## config.mk

```make
export PLATFORM = sky130hd
export DESIGN_NAME = ks_add_sched
export DESIGN_NICKNAME = d
export VERILOG_FILES = /design/src/rtl/ks_sched_pkg.sv /design/src/rtl/ks_add4.sv /design/src/rtl/ks_add_sched.sv
export SDC_FILE = /design/constraint.sdc
export NUM_CORES = 1
export LEC_CHECK = 0
export ABC_AREA = 1
export ABC_CLOCK_PERIOD_IN_PS = 8300
export BUFFER_PORTS_ARGS = -buffer_cell sky130_fd_sc_hd__buf_2
export CORE_ASPECT_RATIO = 1.2
export CORE_MARGIN = 5
export CORE_UTILIZATION = 35
export DETAILED_ROUTE_END_ITERATION = 8
export PLACE_DENSITY_LB_ADDON = 0.15
export SYNTH_ARGS = -nofsm -noshare
export SYNTH_HDL_FRONTEND = slang
export SYNTH_SLANG_ARGS = --single-unit
export TNS_END_PERCENT = 10
```

## constraint.sdc

```tcl
create_clock -name clk -period 8.3 [get_ports clk]
set_clock_uncertainty 0.2 [all_clocks]
set_input_delay 1.245 -clock clk [delete_from_list [all_inputs] [get_ports clk]]
set_output_delay 1.245 -clock clk [all_outputs]
set_load 0.005 [all_outputs]
```

## src/rtl/ks_sched_pkg.sv

```systemverilog
// Shared constants, FSM state type and sizing helpers for the ks_add_sched slice.
package ks_sched_pkg;

  // Width of one adder-core step.
  localparam int unsigned NIBW = 4;

  typedef enum logic [1:0] {
    IDLE = 2'd0,
    ADD  = 2'd1,
    RESP = 2'd2
  } state_t;

  // Number of nibble steps needed for an operand of the given width.
  function automatic int unsigned nib_count(input int unsigned width);
    return width / NIBW;
  endfunction

  // Index width for a set of n items; never narrower than one bit.
  function automatic int unsigned idx_width(input int unsigned n);
    return (n > 1) ? $clog2(n) : 1;
  endfunction

endpackage

```

## src/rtl/ks_add4.sv

```systemverilog
// Combinational 4-bit Kogge-Stone adder: carry-in folded into bit 0,
// then two generate/propagate prefix levels (span 2, span 4).
module ks_add4 (
  input  logic [3:0] a,
  input  logic [3:0] b,
  input  logic       cin,
  output logic [3:0] sum,
  output logic       cout
);

  logic [3:0] g;
  logic [3:0] p;
  logic [3:0] g0;
  logic [3:0] g1;
  logic [3:2] p1;
  logic [3:0] g2;

  // Bitwise generate/propagate.
  assign g = a & b;
  assign p = a ^ b;

  // Fold carry-in into bit 0 so every prefix group starts at the carry-in.
  assign g0 = {g[3:1], g[0] | (p[0] & cin)};

  // Level 1: combine with neighbour at distance 1.
  assign g1 = {g0[3:1] | (p[3:1] & g0[2:0]), g0[0]};
  assign p1 = p[3:2] & p[2:1];

  // Level 2: combine with group at distance 2; g2[i] is the carry out of bit i.
  assign g2 = {g1[3:2] | (p1 & g1[1:0]), g1[1:0]};

  // Sum bits use the carry into each position.
  assign sum  = p ^ {g2[2:0], cin};
  assign cout = g2[3];

endmodule

```

## src/rtl/ks_add_sched.sv

```systemverilog
// Round-robin scheduler sharing one nibble-serial Kogge-Stone adder core
// among NREQ requesters; results return on a valid/ready port tagged by id.
// Optional subtract support: define KS_ADD_SCHED_SUB_EN to add the req_sub port.
module ks_add_sched
  import ks_sched_pkg::*;
#(
  parameter  int unsigned NREQ  = 4,
  parameter  int unsigned WIDTH = 16,
  localparam int unsigned IDW   = idx_width(NREQ)
) (
  input  logic                  clk,
  input  logic                  rst_n,
  input  logic [NREQ-1:0]       req_valid,
  output logic [NREQ-1:0]       req_ready,
  input  logic [NREQ*WIDTH-1:0] req_a,
  input  logic [NREQ*WIDTH-1:0] req_b,
  input  logic [NREQ-1:0]       req_cin,
`ifdef KS_ADD_SCHED_SUB_EN
  input  logic [NREQ-1:0]       req_sub,
`endif
  output logic                  rsp_valid,
  input  logic                  rsp_ready,
  output logic [WIDTH-1:0]      rsp_sum,
  output logic                  rsp_cout,
  output logic [IDW-1:0]        rsp_id,
  output logic                  busy
);

  localparam int unsigned NIB   = nib_count(WIDTH);
  localparam int unsigned NIDXW = idx_width(NIB);

  state_t             state;
  logic [IDW-1:0]     ptr;
  logic [IDW-1:0]     winner;
  logic [IDW-1:0]     cand;
  logic               found;
  logic [WIDTH-1:0]   a_r;
  logic [WIDTH-1:0]   b_r;
  logic               carry;
  logic [NIDXW-1:0]   nib_idx;
  logic               sub_sel;
  logic               cin_load;
  logic [WIDTH-1:0]   b_sel;
  logic [NIBW-1:0]    a_nib;
  logic [NIBW-1:0]    b_nib;
  logic [NIBW-1:0]    nib_sum;
  logic               nib_cout;

  // Round-robin search: first valid requester at or after ptr, with wrap.
  always_comb begin
    found  = 1'b0;
    winner = '0;
    cand   = '0;
    for (int unsigned k = 0; k < NREQ; k++) begin
      cand = IDW'((32'(ptr) + k) % NREQ);
      if (!found && req_valid[cand]) begin
        found  = 1'b1;
        winner = cand;
      end
    end
  end

  // Grant is offered only while idle and out of reset; at most one bit set.
  always_comb begin
    req_ready = '0;
    if (rst_n && (state == IDLE) && found) begin
      req_ready[winner] = 1'b1;
    end
  end

`ifdef KS_ADD_SCHED_SUB_EN
  assign sub_sel = req_sub[winner];
`else
  assign sub_sel = 1'b0;
`endif

  // Subtract is A + ~B + 1; requester carry-in is ignored in that case.
  assign b_sel    = sub_sel ? ~req_b[32'(winner)*WIDTH +: WIDTH]
                            :  req_b[32'(winner)*WIDTH +: WIDTH];
  assign cin_load = sub_sel | req_cin[winner];

  // Current nibble of the latched operands.
  assign a_nib = a_r[32'(nib_idx)*NIBW +: NIBW];
  assign b_nib = b_r[32'(nib_idx)*NIBW +: NIBW];

  ks_add4 u_add4 (
    .a    (a_nib),
    .b    (b_nib),
    .cin  (carry),
    .sum  (nib_sum),
    .cout (nib_cout)
  );

  // Control FSM: grant/latch in IDLE, one nibble per cycle in ADD, hold result in RESP.
  always_ff @(posedge clk or negedge rst_n) begin
    if (!rst_n) begin
      state     <= IDLE;
      ptr       <= '0;
      nib_idx   <= '0;
      carry     <= 1'b0;
      a_r       <= '0;
      b_r       <= '0;
      rsp_valid <= 1'b0;
      rsp_sum   <= '0;
      rsp_cout  <= 1'b0;
      rsp_id    <= '0;
      busy      <= 1'b0;
    end else begin
      case (state)
        IDLE: begin
          if (found) begin
            a_r     <= req_a[32'(winner)*WIDTH +: WIDTH];
            b_r     <= b_sel;
            carry   <= cin_load;
            rsp_id  <= winner;
            nib_idx <= '0;
            busy    <= 1'b1;
            state   <= ADD;
          end
        end
        ADD: begin
          rsp_sum[32'(nib_idx)*NIBW +: NIBW] <= nib_sum;
          carry <= nib_cout;
          if (nib_idx == NIDXW'(NIB - 1)) begin
            nib_idx   <= '0;
            rsp_cout  <= nib_cout;
            rsp_valid <= 1'b1;
            state     <= RESP;
          end else begin
            nib_idx <= nib_idx + 1'b1;
          end
        end
        RESP: begin
          if (rsp_ready) begin
            rsp_valid <= 1'b0;
            ptr       <= (rsp_id == IDW'(NREQ - 1)) ? '0 : rsp_id + 1'b1;
            busy      <= 1'b0;
            state     <= IDLE;
          end
        end
        default: begin
          state <= IDLE;
        end
      endcase
    end
  end

endmodule
```

Word level (Yosys, flattened, before mapping)

Cells that the tools add are included.

Bits in registers: 60
Input port bits: 139
Output and inout bits: 25
Logic and storage cells: 103

Add/subtract/negate cells: 6
Order comparisons: 6
Equality and inequality tests: 7
Shift operators: 6
Muxes and demuxes: 37
Bitwise logic cells: 10
Reductions and logical operators: 20

Operators with widths:

| cell                                                        | number |
|---|---|
| indexed part select 64 x 7 -> 16 bit                        | 2 |
| negator 4 -> 34 bit                                         | 1 |
| variable shift 4 x 34 -> 16 bit (first input constant)      | 1 |
| indexed part select 4 x 34 -> 16 bit                        | 1 |
| indexed part select 16 x 5 -> 4 bit                         | 2 |
| 2-to-1 mux 2 bit                                            | 10 |
| bitwise mux 16 bit                                          | 1 |
| less-than comparator 2 x 3 -> 1 bit (second input constant) | 5 |
| 2-to-1 mux 1 bit                                            | 14 |
| binary-select mux 1 bit (select 2 bit)                      | 5 |
| AND reduction 3 bit                                         | 3 |
| AND reduction 2 bit                                         | 4 |
| XOR 4 bit                                                   | 2 |
| adder 2 x 1 -> 2 bit (second input constant)                | 3 |
| == test 2 bit (second input constant)                       | 3 |
| logical AND 1 bit                                           | 6 |
| inequality test 2 bit (second input constant)               | 3 |
| case mux 1 bit (2 select lines)                             | 3 |
| case mux 2 bit (3 select lines)                             | 1 |
| nonzero test 2 bit                                          | 3 |
| adder 2 bit (second input constant)                         | 2 |
| AND 2 bit                                                   | 2 |
| AND 4 bit                                                   | 1 |
| 2-to-1 mux 4 bit                                            | 1 |
| 11 further kinds                                            | 13 |

Longest topological paths before layout

Gate-level depths: netlist of the first run.

Depth in word-level cells: 17
Depth in mapped cells: 16
Gate-level depth less buffers: 15

Cells and area by module

Synthesis of the first run repeated with hierarchy kept, for this count alone.

Cells, all modules: 714
Area total of the unflattened synthesis: 4,352.9 um^2

Modules (own cells, without submodules):

| module       | times used | cells each | area an instance (um^2) | seq. area each (um^2) |
|---|---|---|---|---|
| ks_add_sched | 1          | 694        | 4,204.0                 | 1,501.4 |
| ks_add4      | 1          | 20         | 148.9                   | 0.0 |

Least setup slack after synthesis of the first run

Ideal clock, no wire load.

Path type: input port to output port
Start: input port req_valid[3]
End: output port req_ready[0]
Data arrival time: 2.356 ns
Required time: 6.855 ns
Path slack: 4.499 ns
Cell stages on the path: 10
Path buffers: 1
Cells stage by stage: inv_1 > nand2_2 > nand3_1 > nand2_2 > nor2_4 > nand4_1 > nand2_4 > inv_4 > buf_4 > nor3_1

Cells in the longest elaborated chain, start to end: 17
Elaborated cells between the ends (all ways): 29
Classes of those cells: order compare (2); mux (19); reduce/logical (8)

Ends and longest elaborated chain:

| what                                                                                                      | RTL line           | text |
|---|---|---|
| start, declared                                                                                           | ks_add_sched.sv:13 | `input logic [NREQ-1:0] req_valid,` |
| binary-select mux 1 bit (select 2 bit)                                                                    | ks_add_sched.sv:56 | `if (!found && req_valid[cand]) begin` |
| 2-to-1 mux 1 bit (implied by the code)                                                                    | ks_add_sched.sv:56 |  |
| 2-to-1 mux 1 bit                                                                                          | ks_add_sched.sv:56 |  |
| zero test 1 bit                                                                                           | ks_add_sched.sv:56 |  |
| logical AND 1 bit                                                                                         | ks_add_sched.sv:56 |  |
| 2-to-1 mux 1 bit                                                                                          | ks_add_sched.sv:56 |  |
| zero test 1 bit                                                                                           | ks_add_sched.sv:56 |  |
| logical AND 1 bit                                                                                         | ks_add_sched.sv:56 |  |
| 2-to-1 mux 1 bit                                                                                          | ks_add_sched.sv:56 |  |
| zero test 1 bit                                                                                           | ks_add_sched.sv:56 |  |
| logical AND 1 bit                                                                                         | ks_add_sched.sv:56 |  |
| 2-to-1 mux 2 bit                                                                                          | ks_add_sched.sv:56 |  |
| less-than comparator 2 x 3 -> 1 bit (implied by the code) or >= comparator 2 x 1 -> 1 bit (tied branches) | ks_add_sched.sv:67 | `req_ready[winner] = 1'b1;` |
| logical AND 1 bit (implied by the code)                                                                   | ks_add_sched.sv:67 |  |
| 2-to-1 mux 1 bit (implied by the code)                                                                    | ks_add_sched.sv:67 |  |
| demux 1 bit (select 2 bit)                                                                                | ks_add_sched.sv:67 |  |
| 2-to-1 mux 4 bit (*)                                                                                      | ks_add_sched.sv:66 | `if (rst_n && (state == IDLE) && found) begin` |
| end, declared                                                                                             | ks_add_sched.sv:14 | `output logic [NREQ-1:0] req_ready,` |

Mark *: on every way between the ends. The rest lies on a longest branch, timed or not. The select of a mux whose other input is x is not followed.

Worst setup path after layout of the first run

Same ends and word-level chain as after synthesis.

==> results.txt, run 1 <==
----------------------------------------------------
[GRT]
  Maximum number of pins on one net before global-route repair ... 69
  Antenna violations before repair ... 0
  GRT Overall Usage ... 0.174
  Number of global-route vias before repair ... 4915
  Wire length of the first global-routing pass ... 22.6 mm
  GR Overflow Total ... 0

[Detailed routing]
  Iteration count of the initial detailed-routing pass ... 4
  Starting DRT DRC Count ... 350
  Vias per cell ... 4.91
  Antenna Nets Post-Route ... 0
  Post-detailed-route wirelength per cell ... 13.3 um
  Total DRC errors in the routed layout ... 0
  Final Routed Wirelength ... 13.6 mm
  Vias ... 5020

[Clocking]
  Sink count of the clock tree ... 60
  Total number of H-tree levels ... 3
  Clk slew on worst S/H paths ... 0.05 ns
  Clock tree from TritonCTS ... built
  Clock buffer depth ... 2
  Root buffer cell ... clkbuf_16
  Count of hold-fix buffers inserted at cts ... 0
  Number of cells upsized or downsized after cts ... 0
  CTS Buf Count ... 9
  Setup repair bufs after CTS ... 0
  Insertion delay of the later-clocked pin in the worst-skew pair ... 0.33 ns

[Final layout]
  Final Core Density ... 0.436
  Total of fill cells in the finished design ... 1405
  Final Instance Count excl. Fillers ... 1022
  Proportion of layout cells with a drive suffix above 1 ... 0.231
  Layout net count ... 1000
  Inserted Diodes ... 0
  Layout-stage area growth over the synthesis result ... 23.7%

[Floorplan]
  Count of pins on the block boundary ... 164
  Width of the chip ... 115 um
  Number of standard-cell rows in the floorplan ... 46
  Effective utilization at floorplan ... 0.352
  Core area ... 13100 um2
  Die Outline Area ... 15500 um2
  Die H ... 136 um

[Yosys]
  Seq/Total Area, Yosys ... 0.326
  Share of the synthesized area in compound gates (AO/OA/AOI/OAI) ... 0.0800
  Synthesized-area fraction occupied by xor and xnor cells ... 0.00381
  Adder-Cell Fraction of Synth Area ... 0.0359
  Number of synthesized register bits ... 60
  Combinational family with the most area after synthesis ... simple AND/OR/NAND/NOR gates
  Number of distinct library cells after synthesis ... 29
  Netlist area before placement ... 4600 um2
  Average cell area after synthesis ... 6.41 um2
  Cell count after synthesis ... 718
  Synth Net Count ... 869
  Post-Synth Simple-Gate Area ... 0.464
  Number of warning messages in the yosys log ... 0
  Portion of netlist area occupied by mux cells ... 0

[STA]
  Sum Neg Setup Slack ... 0 ns
  Post-route fraction of the period consumed by the critical path ... 0.672
  Min cycle time layout ... 5.58 ns
  Final count of negative-setup-slack endpoints ... 0
  Fin. Hold Viols ... 0
  Count of pins over their slew limit ... 0
  Unrepaired setup endpoints after global routing ... no
  Slew HR ... 0.266
  Transition at the pin with the smallest max-transition slack ... 1.10 ns
  Highest clock frequency the design can meet ... 0.179 GHz
  Post-route setup slack ... 2.72 ns

[Run status]
  Status ... finished, final reports clean

[Worst setup path]
  Sort of element at the start of the critical path ... input pin
  Critical path data required time ... 6.86 ns
  Worst endpoint data arrival time ... 4.13 ns
  Flop-to-flop setup slack ... 4.53 ns
  Critical Setup Path Class ... input pin to primary output
  Top fanout value on the critical path ... 68
  Endpoint type of the worst setup path ... primary output

[Power and ir drop]
  Power per cell area ... 488 nW/um2
  Static leakage ... 3.30 nW
  VDD IR-drop max ... 224 uV
  Total power after layout ... 2.78 mW

[Placed design]
  Number of cells after detailed placement ... 1006
  Dpl hpwl ... 10.3 mm
  Gpl congestion ... 0.914
  Number of I/O port buffers ... 163
  Worst Setup Slack post-DPL ... 2.73 ns

[Job]
  Max-cap viol count ... 0

[Hold path]
  Min-Delay Path Class ... register to register

----------------------------------------------------
-- cell usage after synthesis (all sizes together) --
cell type  number  area [um2]
nand2         389        1480
nand4          68         425
dfrtp          60        1500
o21ai          48         244
buf            33         251
inv            27         104
nor2           22        90.1
nand3          16         108
clkbuf         14        52.6
ha             10         125
o22ai           9        56.3
o31ai           6        45.0
nor3            5        25.0
a21oi           3        15.0
clkinv          2        7.51
fa              2        40.0
xor2            2        17.5
nand3b          1        7.51
o21bai          1        7.51
-- critical path, cell delays in order --
cell	delay (ns)
buf_2	0.10
inv_1	0.08
nand2_2	0.06
nand3_1	0.14
nand2_2	0.10
nor2_4	0.17
nand3_4	0.56
nand2_1	0.29
clkinv_1	0.71
nand2_1	0.42
nor3_1	0.10
buf_2	0.14
-- layout make-up --
type | count | area [um2] | share of cell area
flip-flops and latches | 60 | 1500 | 0.264
multi-input cells | 582 | 2680 | 0.472
clock inverters | 3 | 67.6 | 0.0119
repair buffers | 167 | 846 | 0.149
inverters | 29 | 111 | 0.0196
well taps | 168 | 210 | 0.0369
clock buffers | 13 | 270 | 0.0475
-- path summary, 6_finish.rpt --
| path | startpoint | endpoint | depth (start not counted) |
|---|---|---|---|
| max reg2reg | ptr[0] | a_r[0] | 16 |
| max | req_valid[3] | req_ready[0] | 12 |
| min | b_r[4] | b_r[4] | 2 |
| min in group asynchronous | rst_n | busy | 2 |
| max in group asynchronous | rst_n | b_r[7] | 2 |
| min reg2reg | b_r[4] | b_r[4] | 2 |
-- layout by cell type, fill, tap and decap left out, types with 4 or more instances in the layout --
cell type / netlist / final
buf_4: 22 / 4
nand2_2: 4 / 4
nand2_1: 384 / 384
nor2_1: 21 / 21
o21ai_0: 47 / 47
ha_1: 10 / 10
buf_2: 6 / 163
nor3_1: 5 / 5
inv_1: 23 / 23
nand4_1: 68 / 68
o22ai_1: 9 / 9
clkbuf_16: 0 / 9
nand3_1: 12 / 12
o31ai_1: 6 / 6
dfrtp_1: 60 / 60
-- flip-flops by register name, summed over array words and instances, names as in the netlist --
register,count
nib_idx,2
a_r,16
b_r,16
rsp_sum,16
busy,1
ptr,2
rsp_id,2
rsp_valid,1
carry,1
state,2
rsp_cout,1
-- power breakdown --
part / switching (mW) / internal (mW) / total [mW]
combinational: 1.27 / 0.577 / 1.85
clock: 0.125 / 0.287 / 0.412
sequential: 0.0947 / 0.425 / 0.520
total: 1.49 / 1.29 / 2.78
-- kinds of logic after synthesis --
| kind of cell | after synthesis |
|---|---|
| and+or+nand+nor | 501 |
| buffers and inverters | 76 |
| AOI/OAI and AO/OA | 67 |
| DFF | 60 |
| adders and majority gates | 12 |
| xor gates and xnor gates | 2 |
-- through the flow --
step / hold WS, ns / cell area [um2]
4_1_cts: 0.275 / 5690
3_3_place_gp: 0.262 / 5350
6_report: 0.268 / 5690
3_5_place_dp: 0.261 / 5350
5_1_grt: 0.296 / 5690
2_1_floorplan: 0.244 / 4600
-- per-layer routing --
metal / part of all wire / wire, um / GRT usage / vias up
met5: 0 / 0 / 0 / -
met4: 0.013 / 171 / 0.0482 / 0
li1: - / - / - / 2612
met2: 0.45 / 6110 / 0.279 / 154
met1: 0.48 / 6470 / 0.239 / 2240
met3: 0.060 / 811 / 0.0322 / 14
(Power assumes the default switching activity.)
==> run 2, diff against run 1 <==
--- a/config.mk
+++ b/config.mk
@@ -5,8 +5,8 @@
 export SDC_FILE = /design/constraint.sdc
 export NUM_CORES = 1
 export LEC_CHECK = 0
-export ABC_AREA = 1
-export ABC_CLOCK_PERIOD_IN_PS = 8300
+export ABC_AREA = 0
+export ABC_CLOCK_PERIOD_IN_PS = 5710
 export BUFFER_PORTS_ARGS = -buffer_cell sky130_fd_sc_hd__buf_2
 export CORE_ASPECT_RATIO = 1.2
 export CORE_MARGIN = 5
==> constraint.sdc (replaced) <==
create_clock -name clk -period 5.71 [get_ports clk]
set_clock_uncertainty 0.2 [all_clocks]
set_input_delay 0.8565 -clock clk [delete_from_list [all_inputs] [get_ports clk]]
set_output_delay 0.8565 -clock clk [all_outputs]
set_load 0.005 [all_outputs]
==> run 2 against run 1 <==
Non-clock buffer count up 1. Sequential share of layout area up 6.4 points. Worst hold slack about the same. Sequential power up 52%. Critical path type unchanged. Via count down 33%. Synthesized area down 25%.
==> results.txt, run 2 <==
----------------------------------------------------
[Worst setup path]
  Startpoint of the most critical register-to-register path ... nib_idx[0]
  Critical path data required time ... 4.65 ns
  Worst endpoint data arrival time ... 2.41 ns
  Critical Setup Path Class ... input pin to primary output
  Worst reg2reg path endpoint ... carry
  Endpoint type of the worst setup path ... primary output
  Logic depth of the worst register-to-register path ... 8
  Sort of element at the start of the critical path ... input pin
  Flop-to-flop setup slack ... 2.36 ns
  Launch point of the worst path ... req_valid[3]
  Top fanout value on the critical path ... 34
  Timing endpoint of the critical path ... req_ready[2]

[Yosys]
  Number of warning messages in the yosys log ... 0
  Most used standard cells in the synthesized netlist ... a21oi_1, dfrtp_1, nor2_1
  Number of distinct library cells after synthesis ... 36
  Most used standard cell by instance count after synthesis ... a21oi_1
  Main flop type after synthesis ... dfrtp_1
  Post-Synth Simple-Gate Area ... 0.106
  Netlist area before placement ... 3440 um2
  Cell count after synthesis ... 342
  Post-synthesis cell type with the largest combined area ... dfrtp_1
  Synth Net Count ... 493
  Top cells by area in the synthesized netlist ... dfrtp_1, a21oi_1, a222oi_1, mux4_2, nor2_1
  Number of flops mapped to enable cells by yosys ... 0
  Top-area cell type share of the netlist area ... 0.436
  Share of the synthesized area in compound gates (AO/OA/AOI/OAI) ... 0.289
  Synthesized-area fraction occupied by xor and xnor cells ... 0.00509
  Number of synthesized register bits ... 60
  Average cell area after synthesis ... 10.1 um2
  Adder-Cell Fraction of Synth Area ... 0.0480
  FFs w/ async S/R, synth ... 1.00
  Portion of netlist area occupied by mux cells ... 0.0556
  Seq/Total Area, Yosys ... 0.436
  Combinational family with the most area after synthesis ... compound AO/OA/AOI/OAI gates

[Final layout]
  Proportion of layout cells with a drive suffix above 1 ... 0.398
  Commonest cells after routing, fill and taps aside ... buf_2, a21oi_1, dfrtp_1
  Layout net count ... 643
  Final Core Density ... 0.479
  Largest registers in the final layout ... a_r (16), b_r (16), rsp_sum (16)
  Layout-stage area growth over the synthesis result ... 33.0%
  Inserted Diodes ... 0
  Most frequent standard cell in the layout excluding fill and tap cells ... buf_2

[Power and ir drop]
  Power per cell area ... 581 nW/um2
  Total power after layout ... 2.66 mW
  VDD IR-drop max ... 251 uV
  Static leakage ... 2.19 nW

[GRT]
  GRT Overall Usage ... 0.179
  Wire length of the first global-routing pass ... 17.0 mm
  Met2 usage in global routing ... 0.294
  Number of global-route vias before repair ... 3375
  Most Used Layer, Global Route ... met2
  Antenna violations before repair ... 0
  GRT met3 Usage ... 0.0430
  GR Overflow Total ... 0
  Maximum number of pins on one net before global-route repair ... 40
  Global Route met1 Usage ... 0.231

[STA]
  Sum Neg Setup Slack ... 0 ns
  Transition at the pin with the smallest max-transition slack ... 0.939 ns
  Post-route setup slack ... 2.24 ns
  Highest clock frequency the design can meet ... 0.288 GHz
  Min cycle time layout ... 3.47 ns
  Worst hold-check slack ... 0.268 ns
  Fin. Hold Viols ... 0
  Post-route fraction of the period consumed by the critical path ... 0.607
  Slew HR ... 0.372
  Count of pins over their slew limit ... 0
  Unrepaired setup endpoints after global routing ... no
  Final count of negative-setup-slack endpoints ... 0

[Run status]
  Status ... finished, final reports clean

[Clocking]
  Root buffer cell ... clkbuf_16
  Total number of H-tree levels ... 3
  CTS Buf Count ... 9
  Sink count of the clock tree ... 60
  Insertion delay of the later-clocked pin in the worst-skew pair ... 0.32 ns
  Setup repair bufs after CTS ... 0
  Clock buffer depth ... 2
  Clock tree from TritonCTS ... built
  Number of cells upsized or downsized after cts ... 0
  Count of hold-fix buffers inserted at cts ... 0
  Clk slew on worst S/H paths ... 0.05 ns

[Placed design]
  Dpl hpwl ... 8.12 mm
  Gpl congestion ... 0.796
  Worst Setup Slack post-DPL ... 2.24 ns
  Number of I/O port buffers ... 163

[Detailed routing]
  Vias per cell ... 5.45
  Iteration count of the initial detailed-routing pass ... 6
  Post-detailed-route wirelength per cell ... 17.5 um
  Vias ... 3379
  Antenna Nets Post-Route ... 0
  Starting DRT DRC Count ... 226
  Final Routed Wirelength ... 10.8 mm
  Total DRC errors in the routed layout ... 0

[Hold path]
  Min-Delay Path Class ... register to register

[Floorplan]
  Die Outline Area ... 11900 um2
  Effective utilization at floorplan ... 0.360
  Die H ... 119 um
  Width of the chip ... 101 um
  Number of standard-cell rows in the floorplan ... 39
  Core area ... 9560 um2
  Count of pins on the block boundary ... 164

[Job]
  Max-cap viol count ... 0

----------------------------------------------------
[run 2: cell families after synthesis]
group / after synthesis
AOI/OAI and AO/OA: 145
muxes: 9
adders and majority gates: 12
buffers and inverters: 35
and+or+nand+nor: 79
DFF: 60
xor gates and xnor gates: 2
[run 2: report_power, final]
| group | switching (mW) | total [mW] | internal, mW |
|---|---|---|---|
| Combinational | 0.748 | 1.33 | 0.578 |
| Clock | 0.187 | 0.547 | 0.360 |
| Sequential | 0.164 | 0.789 | 0.625 |
[run 2: worst min path at each step]
| stage | depth (start not counted) | end | from |
|---|---|---|---|
| finish | 2 | busy | busy |
| global route | 2 | busy | busy |
| CTS | 2 | busy | busy |
| detailed placement | 2 | busy | busy |
| global placement | 2 | busy | busy |
| floorplan | 2 | busy | busy |
[run 2: cell type report]
type,count,area [um2]
Clock inverter,4,47.5
Inverter,6,22.5
Clock buffer,12,256
Timing Repair Buffer,168,853
Tap cell,123,154
Sequential cell,60,1500
Fill cell,951,4980
Multi-Input combinational cell,247,1750
[run 2: per-stage QoR]
| stage | cells | instance area [um2] |
|---|---|---|
| global route | 620 | 4580 |
| finish | 620 | 4580 |
| CTS | 620 | 4580 |
| floorplan | 342 | 3440 |
| detailed placement | 604 | 4280 |
| global placement | 604 | 4280 |
[run 2: layer usage]
metal	vias up	share of wire	routed length [um]
met3	12	0.080	863
li1	1626	-	-
met4	0	0.013	141
met1	1592	0.42	4500
met5	-	0	0
met2	149	0.49	5320
[run 2: critical path, cell delays in order]
cell,delay (ns)
buf_2,0.15
nor3_1,0.19
a21oi_1,0.10
a21boi_4,0.75
and3_1,0.25
buf_2,0.11
